$ cat src/rtl/prbs_pkg.sv
// Shared PRBS31 constants for the BER tester transmit and check sides.
package prbs_pkg;
    localparam int              PRBS_LEN          = 31;
    localparam int              PRBS_TAP          = 28;
    localparam int              BYTE_W            = 8;
    localparam logic [30:0]     PRBS_SEED_DEFAULT = 31'h0000_0001;
endpackage

$ cat src/rtl/prbs31_next.sv
// Next PRBS31 (x^31 + x^28 + 1) byte from the current state, MSB first in time.
// Purely combinational; shared with the checker so both ends use identical taps.
module prbs31_next
    import prbs_pkg::*;
(
    input  logic [PRBS_LEN-1:0] state_i,
    output logic [BYTE_W-1:0]   byte_o
);

    always_comb begin
        byte_o = '0;
        for (int j = 0; j < BYTE_W; j++) begin
            byte_o[BYTE_W-1-j] = state_i[PRBS_LEN-1-j] ^ state_i[PRBS_TAP-1-j];
        end
    end

endmodule

$ cat src/rtl/prbs_tx_gen.sv
// PRBS31 byte source with periodic and single-shot bit-error injection.
// Latency: one byte registered on the edge that samples en; no backpressure, en is the only pacing.
module prbs_tx_gen
    import prbs_pkg::*;
#(
    parameter logic [PRBS_LEN-1:0] SEED       = PRBS_SEED_DEFAULT,
    parameter int unsigned         ERR_PERIOD = 1024,
    parameter int unsigned         ERR_BIT    = 0
) (
    input  logic              clk,
    input  logic              reset,
    input  logic              en,
    input  logic              reseed,
    input  logic              inj_en,
    input  logic              inj_single,
    output logic [BYTE_W-1:0] prbs,
    output logic              valid,
    output logic [15:0]       err_cnt
);

    localparam logic [15:0]       PER_LAST  = 16'(ERR_PERIOD - 1);
    localparam logic [BYTE_W-1:0] FLIP_MASK = BYTE_W'(1 << ERR_BIT);

    logic [PRBS_LEN-1:0] state_q, state_d, state_eff;
    logic [15:0]         per_cnt_q, per_cnt_d;
    logic                pend_q, pend_d;
    logic [BYTE_W-1:0]   prbs_q, prbs_d;
    logic                valid_q, valid_d;
    logic [15:0]         err_cnt_q, err_cnt_d;
    logic [BYTE_W-1:0]   clean_byte;
    logic                state_zero;
    logic                per_hit;
    logic                inject;

    // An all-zero state would lock the LFSR; substitute SEED so the stream restarts.
    assign state_zero = (state_q == '0);
    assign state_eff  = state_zero ? SEED : state_q;

    prbs31_next u_next (
        .state_i (state_eff),
        .byte_o  (clean_byte)
    );

    assign per_hit = inj_en && (per_cnt_q == PER_LAST);
    assign inject  = per_hit || pend_q || inj_single;

    always_comb begin
        state_d   = state_q;
        per_cnt_d = per_cnt_q;
        pend_d    = pend_q | inj_single;
        prbs_d    = prbs_q;
        valid_d   = 1'b0;
        err_cnt_d = err_cnt_q;

        if (reseed) begin
            state_d   = SEED;
            per_cnt_d = '0;
            pend_d    = 1'b0;
        end else begin
            if (!inj_en) begin
                per_cnt_d = '0;
            end else if (en) begin
                per_cnt_d = per_hit ? 16'd0 : per_cnt_q + 16'd1;
            end

            if (en) begin
                state_d = state_zero ? SEED : {state_q[PRBS_LEN-BYTE_W-1:0], clean_byte};
                prbs_d  = clean_byte ^ (inject ? FLIP_MASK : '0);
                valid_d = 1'b1;
                pend_d  = 1'b0;
                if (inject && (err_cnt_q != 16'hFFFF)) begin
                    err_cnt_d = err_cnt_q + 16'd1;
                end
            end
        end
    end

    always_ff @(posedge clk or posedge reset) begin
        if (reset) begin
            state_q   <= SEED;
            per_cnt_q <= '0;
            pend_q    <= 1'b0;
            prbs_q    <= '0;
            valid_q   <= 1'b0;
            err_cnt_q <= '0;
        end else begin
            state_q   <= state_d;
            per_cnt_q <= per_cnt_d;
            pend_q    <= pend_d;
            prbs_q    <= prbs_d;
            valid_q   <= valid_d;
            err_cnt_q <= err_cnt_d;
        end
    end

    assign prbs    = prbs_q;
    assign valid   = valid_q;
    assign err_cnt = err_cnt_q;

endmodule

$ cat config.mk
export PLATFORM = sky130hd
export DESIGN_NAME = prbs_tx_gen
export DESIGN_NICKNAME = d
export VERILOG_FILES = /design/src/rtl/prbs_pkg.sv /design/src/rtl/prbs31_next.sv /design/src/rtl/prbs_tx_gen.sv
export SDC_FILE = /design/constraint.sdc
export NUM_CORES = 1
export LEC_CHECK = 0
export CORE_UTILIZATION = 52
export DETAILED_ROUTE_END_ITERATION = 8
export PLACE_DENSITY_LB_ADDON = 0.15
export SLEW_MARGIN = 10
export SYNTH_ARGS = -nofsm -noshare
export SYNTH_HDL_FRONTEND = slang
export SYNTH_HIERARCHICAL = 1
export SYNTH_SLANG_ARGS = --single-unit
$ cat constraint.sdc
create_clock -name clk -period 2.24 [get_ports clk]
set_input_delay 0.448 -clock clk [delete_from_list [all_inputs] [get_ports clk]]
set_output_delay 0.448 -clock clk [all_outputs]
set_load 0.05 [all_outputs]
# Word-level counts from Yosys, hierarchy flattened

Index checks and enable logic that the tools add are counted.

$add $sub $neg: 2
Equal/unequal tests: 3
Muxes and demuxes: 13
Bitwise gates (word level): 11
Reductions and logical operators: 8

Operators by type and width:

| cell                                                               | count |
|---|---|
| 31-bit 2-to-1 mux                                                  | 4 |
| 16-bit 2-to-1 mux                                                  | 4 |
| 16-bit by 1-bit adder with 16-bit output (second input constant)   | 2 |
| 31-bit logical NOT                                                 | 1 |
| 16-bit by 10-bit == test with 1-bit output (second input constant) | 1 |
| 16-bit != test (second input constant)                             | 1 |
| 1-bit bitwise XOR                                                  | 8 |
| 8-bit by 1-bit bitwise XOR with 8-bit output                       | 1 |
| 1-bit 2-to-1 mux                                                   | 5 |
| 3-bit != test (second input constant)                              | 1 |
| 3-bit AND reduction                                                | 1 |
| 1-bit logical AND                                                  | 2 |
| 1-bit logical OR                                                   | 2 |
| 2-bit AND reduction                                                | 1 |
| 2-bit nonzero test                                                 | 1 |
| 1-bit inverter                                                     | 1 |
| 1-bit OR                                                           | 1 |

Flip-flop bits (word level): 73
Input port bits: 6
Output and inout bits: 25
Word-level logic and storage cells: 43

# Logic depth before layout (Yosys ltp)

Gate-level depths: netlist (run 1).

Depth after elaboration: 6
Gate-level depth with buffers: 8
Depth with buffers taken out: 6

# Hierarchy

The synthesis (run 1) kept the hierarchy.

By module, submodules not included:

| module      | instances | cells each | area each (µm²) | sequential area each (µm²) |
|---|---|---|---|---|
| prbs_tx_gen | 1         | 368        | 3603.5          | 1828.0 |
| prbs31_next | 1         | 8          | 70.1            | 0.0 |

# Worst setup path after synthesis (run 1)

No wires, ideal clock.

Path type: register -> register
Start: reg err_cnt_q[0], in the netlist err_cnt[0]
End: reg err_cnt_q[4], in the netlist err_cnt[4]
Setup time: 0.147 ns
Arrival time: 2.136 ns
Data required time: 2.093 ns
Setup slack: -0.043 ns
Cell stages (with the launch flop): 8
Period minus slack after synthesis: 2.283 ns
Path through: dfrtp_1 > ha_1 > nand3_1 > or3_1 > nor2_2 > buf_4 > nor4_1 > xor2_1

Cells in the longest elaborated chain, start to end: 3
Elaborated cells between the ends (all ways): 4

Ends and longest elaborated chain:

| item                                                                                             | RTL line          | source |
|---|---|---|
| start: declaration                                                                               | prbs_tx_gen.sv:29 | `logic [15:0] err_cnt_q, err_cnt_d;` |
| start signal: assignment                                                                         | prbs_tx_gen.sv:92 | `err_cnt_q <= err_cnt_d;` |
| parallel branches: the longest is 3 deep, another holds 16-bit by 1-bit adder with 16-bit output | --                |  |

Parallel ways; which one is timed is not known.
A chain may end at the register's enable or synchronous reset.

# Final worst setup path (run 1)

Start: in inj_en
End: reg err_cnt_q[15], in the netlist err_cnt[15]

Cells in the longest elaborated chain, start to end: 5

Ends and longest elaborated chain:

| item                                 | RTL line          | source |
|---|---|---|
| start: declaration                   | prbs_tx_gen.sv:14 | `input logic inj_en,` |
| 1-bit logical AND                    | prbs_tx_gen.sv:44 | `assign per_hit = inj_en && (per_cnt_q == PER_LAST);` |
| 1-bit logical OR (2 in series)       | prbs_tx_gen.sv:45 | `assign inject = per_hit \|\| pend_q \|\| inj_single;` |
| 1-bit logical AND                    | prbs_tx_gen.sv:71 | `if (inject && (err_cnt_q != 16'hFFFF)) begin` |
| 3-bit AND reduction (no source line) | --                |  |

No other way between the ends.

==> results.md, run 1 <==
- DRC: 0
- Arrival @ worst endpoint: 2390 ps
- H-tree lvl count: 3
- Hold Startpoint: en
- Cell chosen for the clock root: clkbuf_8
- Worst-skew pair later-pin latency: 350 ps
- DR vias/cell: 5.69
- Hold WC Path Type: primary input to flop
- Cell Area, Synth: 3600 um^2
- ANT cells: 0
- Mean routed wirelength per cell: 15.7 um
- Die H: 85.2 um
- Critical Path Slowest Stage Cell: clkdlybuf4s50_1
- Clock-pin slew on the worst setup and hold paths: 70 ps
- Number of I/O pins: 31
- RePlAce Congestion: 0.772
- Cell Rows: 29
- Final Max Slew Viols: 0
- Worst hold slack: 390 ps
- Core ar.: 6490 um^2
- First-pass detailed-route iteration total: 4
- Via Count: 2,674
- CP startpoint: inj_en
- CP Max Fanout: 9
- Clk sink count: 73
- CP peak stage delay: 490 ps
- Fmax: 471 MHz
- Max-cap violations: 0
- Final hold violations: 0
- Layout cell share with drive strength beyond 1: 0.160
- Num CTS Buffers: 9
- Worst VDD drop: 0.406 mV
- Post-route core utilization: 0.664
- Port bufs: 30
- Setup bufs post-CTS: 0
- RSZ-0062 raised after global routing: no
- Clock Skew: 12.7 ps
- Global-route wire length before repair: 12,900 um
- Slew headroom: 0.658
- Full die area: 7250 um^2
- Slew at the pin closest to its max-slew limit: 511 ps
- Drt total wl: 7380 um
- Number of DRC markers in iteration 0: 166
- P_leak: 2.10 nW
- Initial Util: 0.554
- Largest net degree at the start of global routing: 74
- Die extent in x: 85.2 um
- Syn nets: 364
- Tcrit/Tclk final: 0.949
- Post-DP HPWL: 4870 um
- Grt total ovfl: 0
- Synthesis Warnings: 6
- Synth-to-Final Area Change: 19.9%
- Period minus WS final: 2120 ps
- Cell Chain, Critical Path: clkdlybuf4s50_1, or4b_4, nor3_4, a21boi_2, buf_12, nor4_1, xor2_1
- Number of global-route vias before repair: 2,589
- WS Path Type: primary input to flop
- Worst Path Required: 2510 ps
- Initial antenna violation count: 0
- Maximum clock path buffer count: 2
- Final number of setup-violating endpoints: 0
- CTS tree: built
- Layout Nets: 396
- CP Launch Type: primary input
- Run status: complete, no violations
- Routed Antenna Nets: 0
- Syn avg cell area: 10.1 um^2
- FF-to-FF Start: err_cnt[0]
- Cells after Synth: 356
- Total Power: 3.16 mW
- GRT Overall Usage: 0.228
- Power Dens Cells: 734 nW/um^2
- Setup crit end kind: flop
state kept, by name (all words and copies together) (netlist names):
signal,cells
err_cnt,16
pend_q,1
per_cnt_q,16
prbs,8
state_q,31
valid,1
through the flow:
stage                     setup WS [ps]  area [um^2]  TNS [ps]  std cells
after floorplan                     116         3600         0        356
after global placement             -179         4060     -2840        454
after detailed placement           -237         4060     -3880        454
after CTS                          86.7         4290         0        470
after global routing               8.06         4310         0        470
final                               115         4310         0        470
final cells by class:
type / count / area [um^2]
fillers: 524 / 2180
clock buffers: 11 / 151
repair buffers: 50 / 483
clock inverters: 5 / 77.6
multi-input cells: 248 / 1650
inverters: 6 / 26.3
flip-flops and latches: 73 / 1830
well taps: 77 / 96.3
placed cells by master (no fill, tap or decap), drive strengths merged, types with 2 or more instances in the layout:
cell           count
a21o               5
a21oi             15
a22o               3
a31oi              7
a41oi              2
and3               3
and4               3
buf               21
bufinv             2
clkbuf            11
clkdlybuf4s50     29
clkinv             3
clkinvlp           2
dfrtp             72
ha                 2
inv                4
mux2               2
mux2i             26
nand2             35
nand2b            11
nand3             21
nand4             12
nor2              32
nor3              16
nor4              12
o21ai              3
or2                2
or3                3
xor2              23
worst max-delay path, delay by kind of cell:
family | cells | cell delay, ps
AOI/OAI and AO/OA | 1 | 120
xor gates and xnor gates | 1 | 190
buffers and inverters | 2 | 650
and+or+nand+nor | 3 | 990
power by group:
part / switching [mW] / internal, mW / leakage, nW
Combinational: 0.341 / 0.186 / 0.987
Clock: 0.495 / 0.684 / 0.115
Sequential: 0.0759 / 1.38 / 0.998
routing by layer:
metal | track usage | wire length [um] | up-vias
met1 | 0.326 | 3540 | 1313
met5 | 0 | 0 | -
met2 | 0.349 | 3510 | 46
met4 | 0.0878 | 87 | 0
li1 | - | - | 1306
met3 | 0.0379 | 242 | 9
path summary, 6_finish.rpt:
kind                          endpoint  slack, ps  cells past startpoint
setup / recovery           err_cnt[15]        120                      7
hold / removal                  pend_q        390                      2
setup reg to reg           err_cnt[14]        190                      7
hold reg to reg                prbs[2]        480                      2
max in group asynchronous   state_q[0]       1340                      3
min in group asynchronous      prbs[1]        540                      3
timing repair:
action	4_1_cts	5_1_grt
hold endpoints to repair	0	0
hold buffers	0	0
endpoints found under the setup margin	0	4
resized for setup	0	4
No activity file was read; power rests on OpenSTA's default activity.
==> run 2: changes to the inputs <==
--- a/config.mk
+++ b/config.mk
@@ -7,7 +7,8 @@
 export LEC_CHECK = 0
 export CORE_UTILIZATION = 52
 export DETAILED_ROUTE_END_ITERATION = 8
-export PLACE_DENSITY_LB_ADDON = 0.15
+export PLACE_DENSITY = 0.79
+export SETUP_SLACK_MARGIN = 0.15
 export SLEW_MARGIN = 10
 export SYNTH_ARGS = -nofsm -noshare
 export SYNTH_HDL_FRONTEND = slang
==> results.md, run 2 (same netlist as run 1, synthesis figures left out) <==
- Mean routed wirelength per cell: 15.6 um (-0.64%)
- Initial Util: 0.554 (unchanged)
- Max reg flops: 31 (unchanged)
- Via Count: 2,727 (+2.0%)
- Worst VDD drop: 0.525 mV (+29%)
- Fmax: 486 MHz (+3.3%)
- Arrival @ worst endpoint: 2280 ps (-110 ps)
- Slew headroom: 0.645 (-0.0126)
- Hold Startpoint: prbs[3]
- Worst Path Required: 2460 ps (-50 ps)
- Post-DP HPWL: 5000 um (+2.5%)
- Final number of setup-violating endpoints: 0 (unchanged)
- CP startpoint: per_cnt_q[12]
- DRC: 0 (unchanged)
- Initial antenna violation count: 0 (unchanged)
- Period minus WS final: 2060 ps (-67.6 ps)
- GRT Overall Usage: 0.212 (-0.0155)
- Largest net degree at the start of global routing: 41 (-45%)
- Slew at the pin closest to its max-slew limit: 531 ps (+19.6 ps)
- Clock group share of total power: 0.358 (-0.015)
- ANT cells: 0 (unchanged)
- Clk sink count: 73 (unchanged)
- DR vias/cell: 5.72 (+0.49%)
- Setup crit end kind: flop
- Maximum clock path buffer count: 2 (unchanged)
- Routed Antenna Nets: 0 (unchanged)
- P_leak: 2.20 nW (+4.7%)
- Int Power: 2.20 mW (-2.2%)
- Layout Nets: 403 (+1.8%)
- CP Max Fanout: 5 (-4)
- Worst hold slack: 479 ps (+89.1 ps)
- Sw Share: 0.293 (+0.00475)
- Power Dens Cells: 712 nW/um^2 (-2.9%)
- FILL cells: 478 (-8.8%)
- Full die area: 7250 um^2 (unchanged)
- NetSw: 0.913 mW (about the same)
- Final hold violations: 0 (unchanged)
- Commonest cells after routing, fill and taps aside: 67 x dfrtp_1, 35 x nand2_1, 31 x nor2_1
- Largest reg by FF count: state_q
- CP Launch Type: flop
- FF-to-FF Start: per_cnt_q[12]
- Die H: 85.2 um (unchanged)
- CTS tree: built
- Final Max Slew Viols: 0 (unchanged)
- Final instance area: 4370 um^2 (+1.4%)
- Area post-placement: 4070 um^2 (+0.19%)
- Commonest non-fill, non-tap cell in the layout: dfrtp_1
- WS Path Type: flop to flop
- Port bufs: 30 (unchanged)
- Grt total ovfl: 0 (unchanged)
- Number of global-route vias before repair: 2,612 (+0.89%)
- Number of DRC markers in iteration 0: 159 (-4.2%)
- Global-route wire length before repair: 12,000 um (-6.6%)
- First-pass detailed-route iteration total: 5 (+1)
- Clock Skew: 7.02 ps (-5.72 ps)
- Number of I/O pins: 31 (unchanged)
- Worst-skew pair later-pin latency: 340 ps (about the same)
- Num CTS Buffers: 9 (unchanged)
- H-tree lvl count: 3 (unchanged)
- Drt total wl: 7450 um (+0.84%)
- Run status: complete, no violations
- Die extent in x: 85.2 um (unchanged)
- Reg power frac: 0.471 (+0.010)
- Comb power frac: 0.172 (+0.005)
- Cell Rows: 29 (unchanged)
- Cell chosen for the clock root: clkbuf_8
- RePlAce Congestion: 0.805 (+4.2%)
- Max-cap violations: 0 (unchanged)
- Hold WC Path Type: flop to flop
- Tcrit/Tclk final: 0.918 (-0.0302)
- Layout cell share with drive strength beyond 1: 0.175 (+0.0147)
- Core ar.: 6490 um^2 (unchanged)
- RSZ-0062 raised after global routing: no
- Total Power: 3.11 mW (-1.6%)
- Clock-pin slew on the worst setup and hold paths: 80 ps (about the same)
- Synth-to-Final Area Change: 21.6%
[run 2: cell count changes in the layout (fill, tap and decap cells not counted)]
cell | before | now
dlygate4sd2_1 | 0 | 1
clkinv_4 | 0 | 2
nor2_2 | 1 | 0
nor2_4 | 0 | 1
buf_4 | 17 | 21
nor4_1 | 8 | 11
clkdlybuf4s50_1 | 29 | 24
dfrtp_2 | 2 | 5
dfrtp_1 | 70 | 67
nor4_2 | 4 | 1
clkbuf_8 | 11 | 9
a21boi_4 | 0 | 1
buf_6 | 0 | 2
dlymetal6s2s_1 | 0 | 4
[run 2: worst paths after layout]
kind	to	slack, ps	cells past startpoint
max	err_cnt[1]	180	6
min	prbs[3]	480	2
max reg2reg	err_cnt[1]	180	6
min reg2reg	prbs[3]	480	2
max in group asynchronous	per_cnt_q[11]	1220	3
min in group asynchronous	state_q[17]	490	2
[run 2: final cells by class]
type	count	area [um^2]	share of cell area
Sequential cell	73	1830	0.419
Clock inverter	7	95.1	0.0217
Inverter	6	26.3	0.00601
Timing Repair Buffer	56	544	0.124
Multi-Input combinational cell	249	1650	0.378
Clock buffer	9	124	0.0283
Tap cell	77	96.3	0.0220
[run 2: per-stage QoR]
| step | instances | worst slack (ps) | util | TNS (ps) |
|---|---|---|---|---|
| after floorplan | 356 | 176 | - | 0 |
| after global placement | 454 | -228 | 0.626 | -3070 |
| after detailed placement | 454 | -275 | 0.626 | -4300 |
| after CTS | 472 | 151 | 0.662 | 0 |
| after global routing | 477 | 123 | 0.673 | 0 |
| final | 477 | 183 | 0.673 | 0 |
[run 2: repair_timing]
| item | in CTS | in global routing |
|---|---|---|
| hold buffers | 0 | 0 |
| pin swaps | 2 | 5 |
| cloned | 0 | 1 |
| resized for setup | 3 | 8 |
| setup buffers | 2 | 4 |
| endpoints found under the setup margin | 3 | 18 |
[run 2: critical path, stage by stage (launching register included)]
cell	delay [ps]
dfrtp_1	400
or4b_4	570
nor3_4	180
buf_6	150
a21boi_4	70
nor3_2	230
mux2_1	340
[run 2: power groups by stage]
stage	combinational, mW	clock, mW	sequential [mW]
floorplan	0.167	0	1.65
global placement	0.524	0	1.49
detailed placement	0.527	0	1.49
CTS	0.531	1.15	1.46
global route	0.565	1.19	1.48
finish	0.534	1.11	1.47
[run 2: routing by layer]
metal,routed length [um],share of wire,GRT usage
met1,3420,0.46,0.279
met2,3700,0.50,0.335
met5,0,0,0
met3,220,0.030,0.0593
met4,101,0.014,0.0832
==> run 3: changes to the inputs <==
--- a/config.mk
+++ b/config.mk
@@ -14,3 +14,4 @@
 export SYNTH_HDL_FRONTEND = slang
 export SYNTH_HIERARCHICAL = 1
 export SYNTH_SLANG_ARGS = --single-unit
+export TNS_END_PERCENT = 100
==> results of run 3 <==
No change in the layout: final DEF, timing and power equal those of run 2.
